$ cat src/rtl/srpt_grant_pkt_queue.sv
// rtl/srpt_grant_pkt_queue.sv - Homa receiver SRPT grant scheduler over a table of active inbound messages
// Optional rank-based grant priority is enabled by defining SRPT_GRANT_PRIO_EN.
module srpt_grant_pkt_queue #(
    parameter int MAX_ENTRIES = 16,
    parameter int RTT_BYTES   = 4
) (
    input  logic        ap_clk,
    input  logic        ap_rst,
    input  logic        ap_ce,
    input  logic        ap_start,
    input  logic        ap_continue,
    output logic        ap_idle,
    output logic        ap_done,
    output logic        ap_ready,
    input  logic        header_in_empty_i,
    output logic        header_in_read_en_o,
    input  logic [57:0] header_in_data_i,
    input  logic        grant_pkt_full_o,
    output logic        grant_pkt_write_en_o,
    output logic [50:0] grant_pkt_data_o
);
    localparam int          IW  = (MAX_ENTRIES > 1) ? $clog2(MAX_ENTRIES) : 1;
    localparam logic [10:0] RTT = 11'(RTT_BYTES);

    logic [13:0] h_peer, h_rpc;
    logic [9:0]  h_len, h_inc, h_off;
    assign {h_peer, h_rpc, h_len, h_inc, h_off} = header_in_data_i;

    logic [MAX_ENTRIES-1:0] slot_valid;
    logic [13:0]            slot_peer    [MAX_ENTRIES];
    logic [13:0]            slot_rpc     [MAX_ENTRIES];
    logic [9:0]             slot_len     [MAX_ENTRIES];
    logic [9:0]             slot_rcvd    [MAX_ENTRIES];
    logic [9:0]             slot_granted [MAX_ENTRIES];

    logic unused_continue;
    assign unused_continue = ap_continue;

    // Strobes are gated by reset so they read zero the moment reset asserts.
    logic active;
    assign active = ap_start & ap_ce & ~ap_rst;

    logic          hit, free_found;
    logic [IW-1:0] hit_idx, free_idx;

    always_comb begin
        hit        = 1'b0;
        hit_idx    = '0;
        free_found = 1'b0;
        free_idx   = '0;
        for (int i = 0; i < MAX_ENTRIES; i++) begin
            if (slot_valid[i] && (slot_rpc[i] == h_rpc)) begin
                hit     = 1'b1;
                hit_idx = IW'(i);
            end
        end
        // Scan downwards so the lowest free index is the one left standing.
        for (int i = MAX_ENTRIES - 1; i >= 0; i--) begin
            if (!slot_valid[i]) begin
                free_found = 1'b1;
                free_idx   = IW'(i);
            end
        end
    end

    logic [MAX_ENTRIES-1:0] elig;
    logic [9:0]             rem   [MAX_ENTRIES];
    logic [10:0]            reach [MAX_ENTRIES];

    always_comb begin
        elig = '0;
        for (int i = 0; i < MAX_ENTRIES; i++) begin
            reach[i] = {1'b0, slot_rcvd[i]} + RTT;
            rem[i]   = slot_len[i] - slot_rcvd[i];
            elig[i]  = slot_valid[i] && (slot_granted[i] < slot_len[i])
                       && ({1'b0, slot_granted[i]} < reach[i]);
        end
    end

    logic          any_elig;
    logic [IW-1:0] sel;
    logic [9:0]    best_rem;

    always_comb begin
        any_elig = 1'b0;
        sel      = '0;
        best_rem = '1;
        for (int i = 0; i < MAX_ENTRIES; i++) begin
            if (elig[i] && (!any_elig || (rem[i] < best_rem))) begin
                any_elig = 1'b1;
                sel      = IW'(i);
                best_rem = rem[i];
            end
        end
    end

    logic [10:0] sel_reach;
    logic [9:0]  grant_off;
    logic        grant_last;

    assign sel_reach  = reach[sel];
    assign grant_off  = (sel_reach < {1'b0, slot_len[sel]}) ? sel_reach[9:0] : slot_len[sel];
    assign grant_last = (grant_off == slot_len[sel]);

    logic [2:0] prio;
`ifdef SRPT_GRANT_PRIO_EN
    int rank;
    always_comb begin
        rank = 0;
        for (int i = 0; i < MAX_ENTRIES; i++) begin
            if (slot_valid[i] && (rem[i] < best_rem)) rank = rank + 1;
        end
        prio = (rank > 7) ? 3'd7 : 3'(rank);
    end
`else
    assign prio = 3'b000;
`endif

    assign header_in_read_en_o  = active & ~header_in_empty_i & (hit | free_found);
    assign grant_pkt_write_en_o = active & ~grant_pkt_full_o & any_elig;
    assign grant_pkt_data_o     = any_elig ? {slot_peer[sel], slot_rpc[sel], slot_len[sel], grant_off, prio}
                                           : 51'd0;
    assign ap_done  = header_in_read_en_o;
    assign ap_ready = header_in_read_en_o;
    assign ap_idle  = ~ap_start & ~(|slot_valid);

    // Grant targets a valid slot and allocation a free one, so their writes never collide.
    always_ff @(posedge ap_clk or posedge ap_rst) begin
        if (ap_rst) begin
            slot_valid <= '0;
            for (int i = 0; i < MAX_ENTRIES; i++) begin
                slot_peer[i]    <= '0;
                slot_rpc[i]     <= '0;
                slot_len[i]     <= '0;
                slot_rcvd[i]    <= '0;
                slot_granted[i] <= '0;
            end
        end else begin
            if (grant_pkt_write_en_o) begin
                slot_granted[sel] <= grant_off;
                if (grant_last) slot_valid[sel] <= 1'b0;
            end
            if (header_in_read_en_o) begin
                if (hit) begin
                    if (h_off > slot_rcvd[hit_idx]) slot_rcvd[hit_idx] <= h_off;
                end else begin
                    slot_valid[free_idx]   <= 1'b1;
                    slot_peer[free_idx]    <= h_peer;
                    slot_rpc[free_idx]     <= h_rpc;
                    slot_len[free_idx]     <= h_len;
                    slot_rcvd[free_idx]    <= h_off;
                    slot_granted[free_idx] <= h_inc;
                end
            end
        end
    end
endmodule

$ cat config.mk
export PLATFORM = sky130hd
export DESIGN_NAME = srpt_grant_pkt_queue
export DESIGN_NICKNAME = d
export VERILOG_FILES = /design/src/rtl/srpt_grant_pkt_queue.sv
export SDC_FILE = /design/constraint.sdc
export NUM_CORES = 2
export LEC_CHECK = 0
export CAP_MARGIN = 20
export CORE_ASPECT_RATIO = 1.4
export CORE_MARGIN = 3
export CORE_UTILIZATION = 42
export CTS_CLUSTER_SIZE = 14
export DETAILED_ROUTE_END_ITERATION = 12
export GPL_ROUTABILITY_DRIVEN = 1
export PLACE_DENSITY = 0.57
export SLEW_MARGIN = 20
export SYNTH_ARGS = -nofsm -noshare
export SYNTH_HDL_FRONTEND = slang
export SYNTH_SLANG_ARGS = --single-unit
$ cat constraint.sdc
create_clock -name ap_clk -period 58.7 [get_ports ap_clk]
set_input_delay 5.87 -clock ap_clk [delete_from_list [all_inputs] [get_ports ap_clk]]
set_output_delay 5.87 -clock ap_clk [all_outputs]
set_load 0.05 [all_outputs]
# ---- Word-level counts from Yosys, hierarchy flattened
# Index checks and enable logic that the tools add are counted.
dict set report classes {
  addsub 32
  magnitude_cmp 59
  n_eq_ne 18
  n_mux 154
  n_bitwise 20
  n_reduce_logical 101
}
# cell count
set op_table {}
lappend op_table {{$bwmux W160} 5}
lappend op_table {{$mux W160} 5}
lappend op_table {{$bwmux W224} 2}
lappend op_table {{$lt A10 B10 Y1} 31}
lappend op_table {{$mux W10} 23}
lappend op_table {{$eq A14 B14 Y1} 16}
lappend op_table {{$add A10 B3 Y11 const B} 16}
lappend op_table {{$lt A10 B11 Y1} 16}
lappend op_table {{$mux W4} 44}
lappend op_table {{$sub A10 B10 Y10} 16}
lappend op_table {{$demux W10 S4} 3}
lappend op_table {{$bmux W14 S4} 2}
lappend op_table {{$bmux W10 S4} 2}
lappend op_table {{$mux W14} 5}
lappend op_table {{$logic_and A1 B1 Y1} 68}
lappend op_table {{$mux W16} 4}
lappend op_table {{$demux W14 S4} 1}
lappend op_table {{$mux W1} 52}
lappend op_table {{$mux W51} 1}
lappend op_table {{$bmux W11 S4} 1}
lappend op_table {{$mux W11} 2}
lappend op_table {{$and A16 B16 Y16} 1}
lappend op_table {{$not A16 Y16} 1}
lappend op_table {{$or A16 B16 Y16} 1}
lappend op_table {{other kinds (17)} 66}
dict set report word_totals {
  reg_bits 944
  input_bits 65
  out_inout_bits 56
  elab_cells 465
}

# ---- Longest topological paths before layout
dict set report logic_depth {
  ltp_word 76
  ltp_mapped 235
  ltp_nobuf 214
}

# ---- Least setup slack after synthesis
# Ideal clock, no wire load.
dict set report synth_timing {
  kind {register to output}
  from {register slot_rcvd[152] in the netlist's numbering}
  to {output grant_pkt_data_o[10]}
  arrival_ns 39.445
  path_slack_ns 13.385
  path_stages_with_launch 211
  path_cell_list {dfrtp_1 -> ha_1 -> nand4_1 -> or2_2 -> xnor2_1 -> ha_1 -> a21o_1 -> a21oi_1 -> nor2_1 -> a21o_1 -> nor2_1 -> o21a_1 -> ha_1 -> a211o_1 -> o221ai_1 -> o211a_1 -> o31a_1 -> clkbuf_1 -> [... 175 more ...] -> nor3_2 -> inv_1 -> ha_1 -> a21oi_1 -> nor2b_1 -> o21ai_0 -> a21boi_0 -> o21ai_0 -> nand2b_1 -> a21oi_1 -> nand2_1 -> a21oi_1 -> a32o_1 -> o41a_1 -> buf_4 -> mux2_2 -> buf_2 -> nor2_1}
}
dict set report synth_via {
  elab_chain_cells 71
  word_cells_on_any_way 120
  classes_between {2 x add/sub; 17 x order compare; 54 x mux; 1 x bitwise; 46 x reduce/logical}
}
# element line
set synth_rtl {}
lappend synth_rtl {{start: declaration} 33} ;# logic [9:0] slot_rcvd [MAX_ENTRIES];
lappend synth_rtl {{start signal: indexed assignment} 151} ;# slot_rcvd[free_idx] <= h_off;
lappend synth_rtl {{$add A10 B3 Y11} 73} ;# reach[i] = {1'b0, slot_rcvd[i]} + RTT;
lappend synth_rtl {{$lt A10 B11 Y1} 76} ;# && ({1'b0, slot_granted[i]} < reach[i]);
lappend synth_rtl {{$logic_and A1 B1 Y1} 76}
lappend synth_rtl {{$mux W10 / $mux W1 (equally long branches)} 89} ;# if (elig[i] && (!any_elig || (rem[i] < best_rem))) begin
lappend synth_rtl {{$lt A10 B10 Y1 / $logic_not A1 Y1 (equally long branches)} 89}
lappend synth_rtl {{$logic_or A1 B1 Y1} 89}
lappend synth_rtl {{$logic_and A1 B1 Y1} 89}
lappend synth_rtl {{$mux W10 / $mux W1 (equally long branches)} 89}
lappend synth_rtl {{[... 54 more ...]} --}
lappend synth_rtl {{$logic_and A1 B1 Y1} 89}
lappend synth_rtl {{$mux W4} 89}
lappend synth_rtl {{$not A4 Y5 (not written as such)} {101, 102}}
lappend synth_rtl {{$bmux W11 S4 / $bmux W10 S4 (equally long branches)} {101, 102}}
lappend synth_rtl {{$mux W11 (not written as such) / $mux W10 (equally long branches) (2 in series)} {101, 102}}
lappend synth_rtl {{$lt A11 B10 Y1} 102} ;# assign grant_off = (sel_reach < {1'b0, slot_len[sel]}) ? sel_reach[9:0] : slot_len[sel];
lappend synth_rtl {{$mux W10} 102}
lappend synth_rtl {{$mux W51 (*)} 121} ;# assign grant_pkt_data_o = any_elig ? {slot_peer[sel], slot_rpc[sel], slot_len[sel], grant_off, prio}
lappend synth_rtl {{end: declaration} 20} ;# output logic [50:0] grant_pkt_data_o
# Mark *: on every way between the ends. The rest lies on a longest branch, timed or not. The select of a mux whose other input is x is not followed.

# ---- Worst setup path after layout
dict set report layout_timing {
  from {register slot_rcvd[152] in the netlist's numbering}
  to {output grant_pkt_data_o[3]}
}
# Same word-level chain as after synthesis.

==> impl_metrics.csv <==
group,metric,value,unit
run_status,status,"completed",
synthesis,synth.area.top_cells,"dfrtp_1, ha_1, mux2_2, nand2_1, xnor2_1",
routing,drt_iter0_drc,6557,
synthesis,mappedNetlistArea,67200,sq um
clocking,cts.path.max_buffers,3,
layout,stdcell_area,74500,sq um
placed_design,portBuffers,116,
synthesis,yosysWarnings,0,
synthesis,syn_inst,7598,
routing,firstDrtPassIters,6,
routing,drc,0,
critical_path,cp_max_fo,38,
sta,tns,0,ns
synthesis,yosysSeqAreaShare,35.2,%
critical_path,end_kind,"output port",
sta,period_minus_slack,55.92,ns
synthesis,synth_mux_area_share,8.55,%
sta,max_clock_freq,17.9,MHz
global_route,antenna_found_initial,36,
sta,hold_violations,0,
synthesis,yosysTopAreaCell,"dfrtp_1",
synthesis,synth_edf_count,0,
synthesis,ys_ff_latch,944,
synthesis,ys_types,109,
sta,skew,0.0532,ns
global_route,grt_pass1_wl,461000,um
layout,drive_gt1_share,12.1,%
synthesis,synth_top_family_by_area,"compound AO/OA/AOI/OAI gates",
critical_path,required,52.83,ns
placed_design,dpl.hpwl,242000,um
die,io-pin-count,121,
die,chipWidth,344,um
synthesis,synth_ff_type,"dfrtp_1",
critical_path,crit_arrival,50.05,ns
routing,antenna_left,0,
global_route,grt_pass1_vias,59134,
routing,wl_per_cell,34.3,um
sta,setup_viol,0,
global_route,grt_max_degree,162,
routing,drt_wl_total,334000,um
clocking,cts_buffers,105,
clocking,htreeDepth,3,
critical_path,crit_path_top_delay_cell,"clkdlybuf4s50_1",
layout,syn2layout_area_growth,10.8,%
layout,fillers,15527,
die,std_cell_rows,173,
sta,worst_pin_slew,1.32,ns
layout,fin_util,46.9,%
layout,finalNetCount,8197,
flow_run,cap_violations,0,
synthesis,syn_area_per_cell,8.84,sq um
global_route,overflow,0,
synthesis,synth-adder-area-share,11.7,%
die,core,159000,sq um
critical_path,slowest_delay,0.73,ns
synthesis,synth_top_cell_area_share,35.2,%
synthesis,async_reset_ff_share,100,%
sta,fin_crit_sh,95.3,%
routing,num_vias,61221,
synthesis,yosys.area_share.xor_xnor,5.90,%
sta,grt_setup_unrepaired,"no",
clocking,clk_latency,0.79,ns
routing,vias_per_cell,6.30,
global_route,grt_use_total,39.8,%
placed_design,placed_cell_area,70500,sq um
synthesis,synthSimpleGateAreaFrac,13.7,%
die,die_y,479,um
placed_design,routabilityCongestion,1.02,
critical_path,crit_type,"reg2out",
min_path,hold_class,"reg2reg",
sta,max_slew_margin,11.0,%
clocking,cts-root-buf,"clkbuf_16",
clocking,cts_tree,"built",
clocking,cts.sinks,944,
die,die_area,165000,sq um
critical_path,cp-start-kind,"flop",
sta,maxSlewViolCount,0,
synthesis,synth-compound-area-share,19.5,%
clocking,cts.clk_slew.worst_paths,0.07,ns
die,start_util,42.3,%
==> per-layer routing <==
layer  up-vias  routed length, um  track usage, %  part of all wire, %
li1      26879                  -               -                    -
met1     30568             125000            46.7                   37
met2      2839             154000            63.6                   46
met3       923              24900            8.16                  7.5
met4        12              30000            30.4                  9.0
met5         -                 69               0                0.021
==> critical path: cells and delay by family, from the launching register on <==
kind                     cells  cell delay, ns
buffers and inverters       14            3.51
adder cells (fa/ha/maj)     18            5.47
XOR/XNOR                     1            0.41
flip-flops                   1            0.56
AND/OR/NAND/NOR             46           10.16
multiplexers                 6            2.95
AO/OA/AOI/OAI              108           26.02
==> area by class of cell <==
cell class                 count  area [sq um]  share of cell area (%)
sequential                   944         23600                    31.7
timing repair buffer         275          2310                    3.10
clock buffer                 148          3000                    4.03
inverter                     491          1850                    2.49
clock inverter                44           752                    1.01
multi-input combinational   5697         40200                    54.0
tap                         2100          2630                    3.53
antenna                       23          57.6                  0.0773
==> synth_stat cells (84+ instances only) <==
cell	count
dfrtp_1	944
ha_1	602
o21ai_0	568
nand3_1	140
clkbuf_1	372
xnor2_1	386
a31oi_1	84
o21ai_1	85
and3_1	100
nor2_1	315
a21oi_1	359
a22oi_1	158
a21o_1	127
mux2_2	435
inv_1	490
o22ai_1	173
nand4_1	118
nand2_1	1092
==> path summary, 6_finish.rpt <==
check / cells past startpoint / end / slack [ns] / start
min in group asynchronous: 2 / slot_peer[49] / 5.57 / ap_rst
worst max register to register: 193 / slot_granted[70] / 9.46 / slot_rcvd[152]
worst min-delay path: 2 / slot_peer[70] / 0.48 / slot_peer[70]
max in group asynchronous: 5 / slot_granted[70] / 49.95 / ap_rst
worst min register to register: 2 / slot_peer[70] / 0.48 / slot_peer[70]
worst max-delay path: 193 / grant_pkt_data_o[3] / 2.78 / slot_rcvd[152]
==> through the flow <==
step / instances / setup WS, ns / hold WS (ns)
after floorplan: 7600 / 13.38 / 0.446
after global placement: 9497 / 3.13 / 0.461
after detailed placement: 9497 / 2.81 / 0.463
after CTS: 9689 / 1.77 / 0.479
after global routing: 9702 / 0.218 / 0.499
final: 9722 / 2.78 / 0.476
==> layout by cell type (no fill, tap or decap), types with 60 or more instances in the layout <==
cell type | netlist | layout
buf_4 | 12 | 149
mux2_2 | 435 | 435
nand2_1 | 1092 | 1089
o21ai_0 | 568 | 568
and3_1 | 100 | 100
o21a_1 | 61 | 60
mux2i_1 | 75 | 75
nor2_1 | 315 | 291
nand3_1 | 140 | 139
xor2_1 | 67 | 67
xnor2_1 | 386 | 386
dfrtp_1 | 944 | 944
o22ai_1 | 173 | 172
clkdlybuf4s50_1 | 0 | 87
nand4_1 | 118 | 118
nor3_1 | 76 | 75
a31oi_1 | 84 | 84
a21oi_1 | 359 | 357
a22oi_1 | 158 | 158
a211oi_1 | 61 | 61
inv_1 | 490 | 488
clkbuf_16 | 0 | 105
ha_1 | 602 | 602
a21o_1 | 127 | 127
o21ai_1 | 85 | 81
==> registers in the layout (all words and copies together), names as in the netlist <==
signal        cells
slot_valid       16
slot_granted    160
slot_peer       224
slot_rpc        224
slot_len        160
slot_rcvd       160
==> kinds of logic after synthesis <==
| kind of cell | Yosys count |
|---|---|
| AOI/OAI and AO/OA | 2056 |
| xor gates and xnor gates | 453 |
| adders and majority gates | 618 |
| buffers and inverters | 959 |
| DFF | 944 |
| muxes | 515 |
| other | 1 |
| and+or+nand+nor | 2052 |
==> what timing repair did <==
| item | in CTS | in global routing |
|---|---|---|
| setup endpoints to repair | 0 | 10 |
| resized for setup | 0 | 9 |
| buffers inserted | 0 | 7 |
| hold endpoints to repair | 0 | 0 |
| hold buffers | 0 | 0 |
Power is not shown: default switching activity piles up to over one toggle a cycle in this logic, so the estimate is an artifact.
